==> config.mk <==
export PLATFORM = sky130hd
export DESIGN_NAME = config_shifter
export DESIGN_NICKNAME = d
export VERILOG_FILES = /design/src/rtl/config_shifter.sv
export SDC_FILE = /design/constraint.sdc
export NUM_CORES = 1
export LEC_CHECK = 0
export CAP_MARGIN = 20
export CORE_MARGIN = 1
export CORE_UTILIZATION = 31
export DETAILED_ROUTE_END_ITERATION = 10
export DONT_BUFFER_PORTS = 1
export HOLD_SLACK_MARGIN = 0.02
export PLACE_DENSITY = 0.47
export SLEW_MARGIN = 10
export SYNTH_ARGS = -nofsm -noshare
export SYNTH_HDL_FRONTEND = slang
export SYNTH_SLANG_ARGS = --single-unit
==> constraint.sdc <==
create_clock -name shift_clock -period 4.8 [get_ports shift_clock]
set_input_delay 0.48 -clock shift_clock [delete_from_list [all_inputs] [get_ports shift_clock]]
set_output_delay 0.48 -clock shift_clock [all_outputs]
set_load 0.02 [all_outputs]
==> src/rtl/config_shifter.sv <==
// Configuration chain loader: serializes host bytes LSB-first onto the shift
// chain head and packs the bits displaced from the chain tail into readback bytes.
module config_shifter #(
  parameter int unsigned CHAIN_LENGTH = 1040,
  parameter int unsigned COUNT_WIDTH  = 11
) (
  input  logic                   shift_clock,
  input  logic                   reset,
  input  logic                   start,
  input  logic [7:0]             byte_data,
  input  logic                   byte_valid,
  output logic                   byte_ready,
  output logic                   shift_data,
  output logic                   shift_enable,
  input  logic                   chain_return,
  output logic [7:0]             readback_data,
  output logic                   readback_valid,
  output logic                   busy,
  output logic                   done,
  output logic [COUNT_WIDTH-1:0] bit_count
);

  typedef enum logic [1:0] {
    IDLE  = 2'd0,
    LOAD  = 2'd1,
    SHIFT = 2'd2,
    DONE  = 2'd3
  } state_t;

  localparam logic [COUNT_WIDTH-1:0] LAST_BIT = COUNT_WIDTH'(CHAIN_LENGTH);

  state_t                 state_q, state_d;
  logic [7:0]             tx_q, tx_d;
  logic [7:0]             rx_q, rx_d;
  logic [7:0]             rb_q, rb_d;
  logic                   rbv_q, rbv_d;
  logic [2:0]             bib_q, bib_d;
  logic [COUNT_WIDTH-1:0] cnt_q, cnt_d;
  logic [COUNT_WIDTH-1:0] cnt_inc;
  logic [7:0]             rx_next;

  assign cnt_inc = cnt_q + COUNT_WIDTH'(1);

  always_comb begin
    state_d = state_q;
    tx_d    = tx_q;
    rx_d    = rx_q;
    rb_d    = rb_q;
    rbv_d   = 1'b0;
    bib_d   = bib_q;
    cnt_d   = cnt_q;
    rx_next = rx_q;
    rx_next[bib_q] = chain_return;

    case (state_q)
      IDLE, DONE: begin
        if (start) begin
          cnt_d   = '0;
          state_d = LOAD;
        end
      end
      LOAD: begin
        if (byte_valid) begin
          tx_d    = byte_data;
          rx_d    = '0;
          bib_d   = '0;
          state_d = SHIFT;
        end
      end
      SHIFT: begin
        tx_d  = {1'b0, tx_q[7:1]};
        rx_d  = rx_next;
        bib_d = bib_q + 3'd1;
        cnt_d = cnt_inc;
        // The chain-length test wins over the byte boundary, so a short final
        // byte ends the load and its unfilled rx bits stay at their cleared 0.
        if (cnt_inc == LAST_BIT) begin
          rb_d    = rx_next;
          rbv_d   = 1'b1;
          state_d = DONE;
        end else if (bib_q == 3'd7) begin
          rb_d    = rx_next;
          rbv_d   = 1'b1;
          state_d = LOAD;
        end
      end
      default: state_d = IDLE;
    endcase
  end

  always_ff @(posedge shift_clock or posedge reset) begin
    if (reset) begin
      state_q <= IDLE;
      tx_q    <= '0;
      rx_q    <= '0;
      rb_q    <= '0;
      rbv_q   <= 1'b0;
      bib_q   <= '0;
      cnt_q   <= '0;
    end else begin
      state_q <= state_d;
      tx_q    <= tx_d;
      rx_q    <= rx_d;
      rb_q    <= rb_d;
      rbv_q   <= rbv_d;
      bib_q   <= bib_d;
      cnt_q   <= cnt_d;
    end
  end

  assign byte_ready     = (state_q == LOAD);
  assign shift_enable   = (state_q == SHIFT);
  assign shift_data     = (state_q == SHIFT) & tx_q[0];
  assign busy           = (state_q == LOAD) || (state_q == SHIFT);
  assign done           = (state_q == DONE);
  assign readback_data  = rb_q;
  assign readback_valid = rbv_q;
  assign bit_count      = cnt_q;

endmodule

# Yosys cells after proc, flatten, opt, wreduce, memory -nomap -nowiden
# Cells that the tools add are included.
# Widths: inputs -> output; s select.
# word_totals
elab_cells	52
out_inout_bits	25
reg_bits	41
in_bits	13
# op_classes
n_addsub	2
n_mux	21
bitwise_logic	1
eq_ne	8
order_cmp	2
reduce_logical	11
# ops
cell	n
$mux 8	4
$pmux 8 s2	2
$pmux 11 s2	1
$add 11x1->11 const B	1
$eq 11x11->1 const B	1
$mux 11	1
$bwmux 8	1
$mux 2	4
$pmux 2 s3	1
$pmux 3 s2	1
$reduce_and 2->1	3
$reduce_bool 2->1	3
$eq 2x2->1 const B	2
$lt 3x4->1 const B	1
$mux 1	4
$ne 2x2->1 const B	2
$add 3x1->3 const B	1
$demux 1 s3	1
$eq 3x3->1 const B	1
$ge 3x1->1 const B	1
$mux 3	1
$ne 3x1->1 const B	1
$reduce_and 3->1	1
$eq 2x1->1 const B	1
other kinds (5)	5

# Depth between registers and ports, before layout
# Gate-level depths: netlist of run 1.
# logic_depth
ltp_word	7
ltp_mapped	8
depth_no_buf	7

# Worst setup path before layout of run 1
# Ideal clock, no wire load.
# synth_timing
path_kind	reg-to-reg
startpoint	register cnt_q[0], in the netlist bit_count[0]
endpoint	register rb_q[0], in the netlist readback_data[0]
synth_period_minus_slack_ns	2.461
path_stages_with_launch	8
t_required_ns	4.675
arrival_ns	2.336
slack_ns	2.339
setup_time_ns	0.125
n_path_buf	0
cell_sequence	dfrtp_1 > ha_1 > nand3_1 > or3_1 > a32oi_1 > a211oi_2 > o21ai_4 > mux2_4
# synth_via
elab_chain_len	4
elab_cells_between_ends	5
# synth_lines
item	line_no	text
start, declared	38	logic [COUNT_WIDTH-1:0] cnt_q, cnt_d;
start signal, assigned	107	cnt_q <= cnt_d;
$add 11x1->11 (*)	42	assign cnt_inc = cnt_q + COUNT_WIDTH'(1);
$eq 11x11->1 (*)	77	if (cnt_inc == LAST_BIT) begin
$reduce_bool 2->1 (no line)	n/a	
$reduce_and 2->1 (no line)	n/a	
end signal, assigned	104	rb_q <= rb_d;
end, declared	35	logic [7:0] rb_q, rb_d;
# Every way passes the cells marked *; elsewhere a longest branch is shown, timed or not.
# A chain may end at the register's enable or synchronous reset.

# Worst setup path in the final report of run 1
# layout_timing
startpoint	register cnt_q[0], in the netlist bit_count[0]
endpoint	register rb_q[6], in the netlist readback_data[6]
# Same word-level chain as after synthesis.

==> out/results.tsv, run 1 <==
metric	value	unit
status	complete, no violations	
final design utilization	35.57	%
synthesis-to-finish area growth	10.15	%
Worst Skew	6.194	ps
max_cap viols	0	
layout filler cell count	711	
drc violations	0	
Crit Reg-Reg Startpoint	bit_count[0]	
NetSw	0.0003917	W
vias in the first global route	1455	
core area	6832	um2
1st-iter DRT viols	32	
clk buf depth	2	
peak supply drop	181.7	uV
final setup fails	0	
Lkg Pwr	1.077	nW
min Tclk post-route	2764	ps
synthesized area per cell	10.61	um2
IO Count	38	
internal power	0.0007383	W
die footprint	7457	um2
Reg clk slew, reported paths	80	ps
Hold Violations, Final	0	
Num CTS Buffers	5	
share of layout cells above drive strength 1	16.50	%
synthesized cell area	2206	um2
register area share after synthesis	46.51	%
Total GRT Usage	12.96	%
crit path from	bit_count[0]	
FF+latch count, synth	41	
row count	30	
port buffer count	0	
crit start category	flop	
post-route antenna net violation count	0	
routability cong.	0.7826	
CTS H-tree lvls	2	
vias per cell	4.967	
Antenna Cells	0	
Slew headroom	40.05	%
# placed instances	294	
P per Cell Area	465.1	nW/um2
Post-CTS Setup Bufs	0	
DRT Pass-1 Iters	4	
post-DP HPWL	2998	um
worst min path class	in -> async	
Flop pwr share	43.0	%
GR peak layer	met2	
clock group share of total power	29.2	%
Critical Path End Type	flop	
CTS tree	done	
post_cts resized	0	
crit path kind	reg -> reg	
Tcrit/Tclk final	57.57	%
DIE HEIGHT	86.36	um
nets@finish	226	
fin. max-slew vios	0	
Design Power	0.001130	W
syn_nets	229	
global-route wire length before repair	7493	um
setup TNS	0	ps
final WL	4493	um
Achievable Freq	0.3619	GHz
Reg2Reg Depth	7	
Initial Utilization	32.29	%
GRT met1 Usage	17.81	%
crit-path max FO	9	
die width	86.36	um
clock sink count	41	
CTS root buf	clkbuf_8	
post-synthesis cell type count	41	
worst skew pair latency	290	ps
worst path arrival time	2940	ps
fraction of power spent switching nets	34.66	%
Gate power share	27.8	%
final std cells w/o fill	302	
WP data required	4980	ps
Worst-Margin Slew	874.3	ps
met3 global-route usage	4.952	%
total grt overflow	0	
RSZ-0062 raised after global routing	no	
met2 Use GR	18.54	%
hold_buf cts	0	
gate count after technology mapping	208	
antenna violations before repair	0	
WL per Instance	14.88	um
largest net degree at the start of global routing	42	
synth warn	0	
DR vias	1500	
stage by stage:
stage	area, um2	hold WS (ps)	setup slack [ps]
after floorplan	2206	442.4	2339
after global placement	2296	454.9	2105
after global routing	2430	233.8	1862
final	2430	205.0	2036
after detailed placement	2296	463.2	2048
after CTS	2430	219.3	2029
metal layers:
layer  wire (um)  vias to the layer above  part of all wire, %
met5           0                        -                    0
met2        1900                       30                   42
met3         300                        8                  6.7
met4          85                        0                  1.9
li1            -                      739                    -
met1        2207                      723                   49
state kept, by name, indices dropped and copies added (netlist names):
register,cells
bit_count,11
tx_q,8
state_q,2
bib_q,3
readback_valid,1
readback_data,8
rx_q,8
synth_stat cells, drive strengths merged:
| cell | count | area share (%) |
|---|---|---|
| xor2 | 3 | 1.2 |
| o2bb2ai | 1 | 0.40 |
| o211ai | 2 | 0.68 |
| a32oi | 2 | 0.79 |
| or4b | 1 | 0.62 |
| ha | 8 | 4.5 |
| nand3b | 2 | 0.68 |
| a31oi | 2 | 0.57 |
| xnor2 | 1 | 0.40 |
| nand2 | 20 | 3.4 |
| clkbuf | 9 | 1.6 |
| nand3 | 8 | 1.8 |
| a311oi | 1 | 0.40 |
| nor2 | 11 | 1.9 |
| nor3 | 5 | 1.1 |
| o21ai | 23 | 5.7 |
| buf | 4 | 0.96 |
| a32o | 1 | 0.45 |
| nor3b | 2 | 0.68 |
| or3b | 1 | 0.40 |
| and2 | 2 | 0.57 |
| o21a | 1 | 0.34 |
| and3 | 2 | 0.79 |
| o31ai | 2 | 0.68 |
| nand4 | 1 | 0.28 |
| mux2 | 17 | 10 |
| inv | 6 | 1.0 |
| nand2b | 4 | 1.1 |
| a211oi | 1 | 0.57 |
| dfrtp | 41 | 47 |
| o41ai | 1 | 0.40 |
| mux2i | 10 | 4.5 |
| or3 | 2 | 0.57 |
| a22o | 10 | 4.0 |
| nor2b | 1 | 0.28 |
power groups by stage:
| stage | clock network [W] | registers, W | logic (W) |
|---|---|---|---|
| after floorplan | 0 | 0.000465 | 0.000276 |
| after global placement | 0 | 0.000491 | 0.000321 |
| after detailed placement | 0 | 0.000493 | 0.000322 |
| after CTS | 0.000344 | 0.000486 | 0.000322 |
| after global routing | 0.000354 | 0.000498 | 0.000359 |
| final | 0.000330 | 0.000486 | 0.000314 |
critical path: stages, from the launching register on:
cell and delay (ps):
dfrtp_1 570, ha_1 310, nand3_1 260, or3_1 430
a32oi_1 230, a211oi_2 100, o21ai_4 410, mux2_4 340
layout by cell type (no fill, tap or decap), drive strengths merged, types with 3 or more instances in the layout:
cell / n
mux2i: 10
buf: 3
dfrtp: 41
nand2: 20
mux2: 17
ha: 8
nand3: 8
nand2b: 4
a22o: 10
xor2: 3
inv: 5
clkbuf: 5
nor3: 5
o21ai: 23
nor2: 11
logic make-up after synthesis:
group | count (synthesis) | synth area share (%)
AOI/OAI and AO/OA | 47 | 14.97
adders and majority gates | 8 | 4.538
DFF | 41 | 46.51
buffers and inverters | 19 | 3.573
and+or+nand+nor | 62 | 14.24
xor gates and xnor gates | 4 | 1.588
muxes | 27 | 14.58
worst paths after layout:
kind                                     to  slack, ps
max                        readback_data[6]       2040
min                                 tx_q[0]        210
max reg2reg                readback_data[6]       2040
min reg2reg                         tx_q[0]        480
max in group asynchronous        state_q[0]       4230
min in group shift_clock            tx_q[7]        330
final cells by class:
| class | instances | area, um2 | share of cell area, % |
|---|---|---|---|
| Multi-Input combinational cell | 148 | 1105 | 45.47 |
| Sequential cell | 41 | 1026 | 42.22 |
| Tap cell | 96 | 120.1 | 4.943 |
| Clock buffer | 5 | 68.82 | 2.832 |
| Clock inverter | 3 | 65.06 | 2.678 |
| Timing Repair Buffer | 3 | 22.52 | 0.9269 |
| Inverter | 6 | 22.52 | 0.9269 |
(Power assumes the default switching activity.)
==> inputs of run 2 (changes only) <==
- clock period: 4.8 -> 2.6 ns (I/O delays scaled with it)
==> out/results.tsv, run 2 (same netlist as run 1, synthesis figures left out) <==
metric	value	unit	change
Achievable Freq	0.4167	GHz	+15%
peak supply drop	234.6	uV	+29%
Critical Path End Type	flop		
share of layout cells above drive strength 1	22.07	%	+5.6 points
routability cong.	0.6937		-11%
final design utilization	37.34	%	+1.8 points
WL per Instance	15.00	um	+0.80%
most frequent cells in the layout	dfrtp_1 (40), o21ai_0 (22), nand2_1 (20)		
Initial Utilization	32.29	%	unchanged
max_cap viols	0		unchanged
1st-iter DRT viols	87		+170%
CTS root buf	clkbuf_8		
final setup fails	0		unchanged
P per Cell Area	815.3	nW/um2	+75%
DRT Pass-1 Iters	4		unchanged
Worst-Margin Slew	813.8	ps	-60.55 ps
row count	30		unchanged
vias in the first global route	1555		+6.9%
port buffer count	0		unchanged
final std cells w/o fill	318		+5.3%
Reg clk slew, reported paths	90	ps	about the same
Multi-input gate area	1112	um2	+0.68%
crit start category	flop		
DIE HEIGHT	86.36	um	unchanged
status	complete, no violations		
Lkg Pwr	1.151	nW	+6.8%
largest net degree at the start of global routing	28		-33%
post-route antenna net violation count	0		unchanged
die footprint	7457	um2	unchanged
pre-CTS setup slack	149.0	ps	-1899 ps
Hold Violations, Final	0		unchanged
fin. max-slew vios	0		unchanged
crit-path max FO	9		unchanged
clk buf depth	2		unchanged
antenna violations before repair	0		unchanged
nets@finish	242		+7.1%
IO Count	38		unchanged
total grt overflow	0		unchanged
CTS H-tree lvls	2		unchanged
Worst Skew	6.515	ps	+0.3205 ps
most common cell after layout, fill and taps aside	dfrtp_1		
CTS tree	done		
core area	6832	um2	unchanged
Total GRT Usage	13.89	%	+0.93 points
register area	1027	um2	+0.12%
setup TNS	0	ps	unchanged
hold_ws	110.4	ps	-94.63 ps
layout filler cell count	718		+0.98%
RSZ-0062 raised after global routing	no		
DR vias	1576		+5.1%
Tcrit/Tclk final	92.29	%	+35 points
synthesis-to-finish area growth	15.66	%	
worst min path class	in -> reg		
worst path arrival time	2590	ps	-350 ps
WP data required	2790	ps	-2190 ps
min Tclk post-route	2400	ps	-364.0 ps
Num CTS Buffers	5		unchanged
crit path kind	reg -> reg		
vias per cell	4.956		-0.22%
Antenna Cells	0		unchanged
worst skew pair latency	290	ps	about the same
global-route wire length before repair	8059	um	+7.6%
post-DP HPWL	3289	um	+9.7%
drc violations	0		unchanged
Slew headroom	45.41	%	+5.4 points
# placed instances	309		+5.1%
final WL	4769	um	+6.1%
max FFs per register	11		unchanged
clock sink count	41		unchanged
worst setup margin	200.4	ps	-1836 ps
die width	86.36	um	unchanged
## run 2: critical path, cell delays in order, from the launching register on
cell,delay [ps]
dfrtp_2,460
ha_1,270
nor3b_1,180
a31oi_1,60
or4b_4,510
a211oi_4,270
o21ai_4,90
buf_12,160
mux2_4,290
## run 2: final timing paths
kind / from / to / slack, ps / cells past startpoint
min reg2reg: tx_q[0] / tx_q[0] / 480 / 2
min in group asynchronous: reset / tx_q[0] / 470 / 2
max: bit_count[0] / readback_data[0] / 200 / 8
min: byte_data[7] / tx_q[7] / 110 / 2
max reg2reg: bit_count[0] / readback_data[0] / 200 / 8
max in group asynchronous: reset / rx_q[5] / 1440 / 3
## run 2: timing repair
action / CTS / global route
buffers inserted: 0 / 0
endpoints found under the setup margin: 0 / 5
endpoints found under the hold margin: 21 / 0
hold buffers: 1 / 0
gates resized for setup: 0 / 2
## run 2: layout make-up
cell class,count,share of cell area (%)
clock buffer,6,2.845
tap,96,4.708
clock inverter,2,1.520
timing repair buffer,19,6.179
multi-input combinational,148,43.60
inverter,6,0.8828
sequential,41,40.26
## run 2: report_power, final
| group | switching [W] | internal (W) |
|---|---|---|
| logic | 0.000402 | 0.000277 |
| registers | 0.000120 | 0.000758 |
| clock network | 0.000234 | 0.000289 |
## run 2: through the flow
stage               cell area (um2)  total power, W
floorplan                      2206        0.001368
finish                         2551        0.002080
global route                   2551        0.002230
detailed placement             2421        0.001571
CTS                            2542        0.002102
global placement               2421        0.001564
## run 2: metal layers
metal / share of wire [%] / GRT usage, %
met2: 44 / 21.43
met5: 0 / 0
met3: 5.9 / 4.667
met4: 1.2 / 4.091
met1: 49 / 18.50
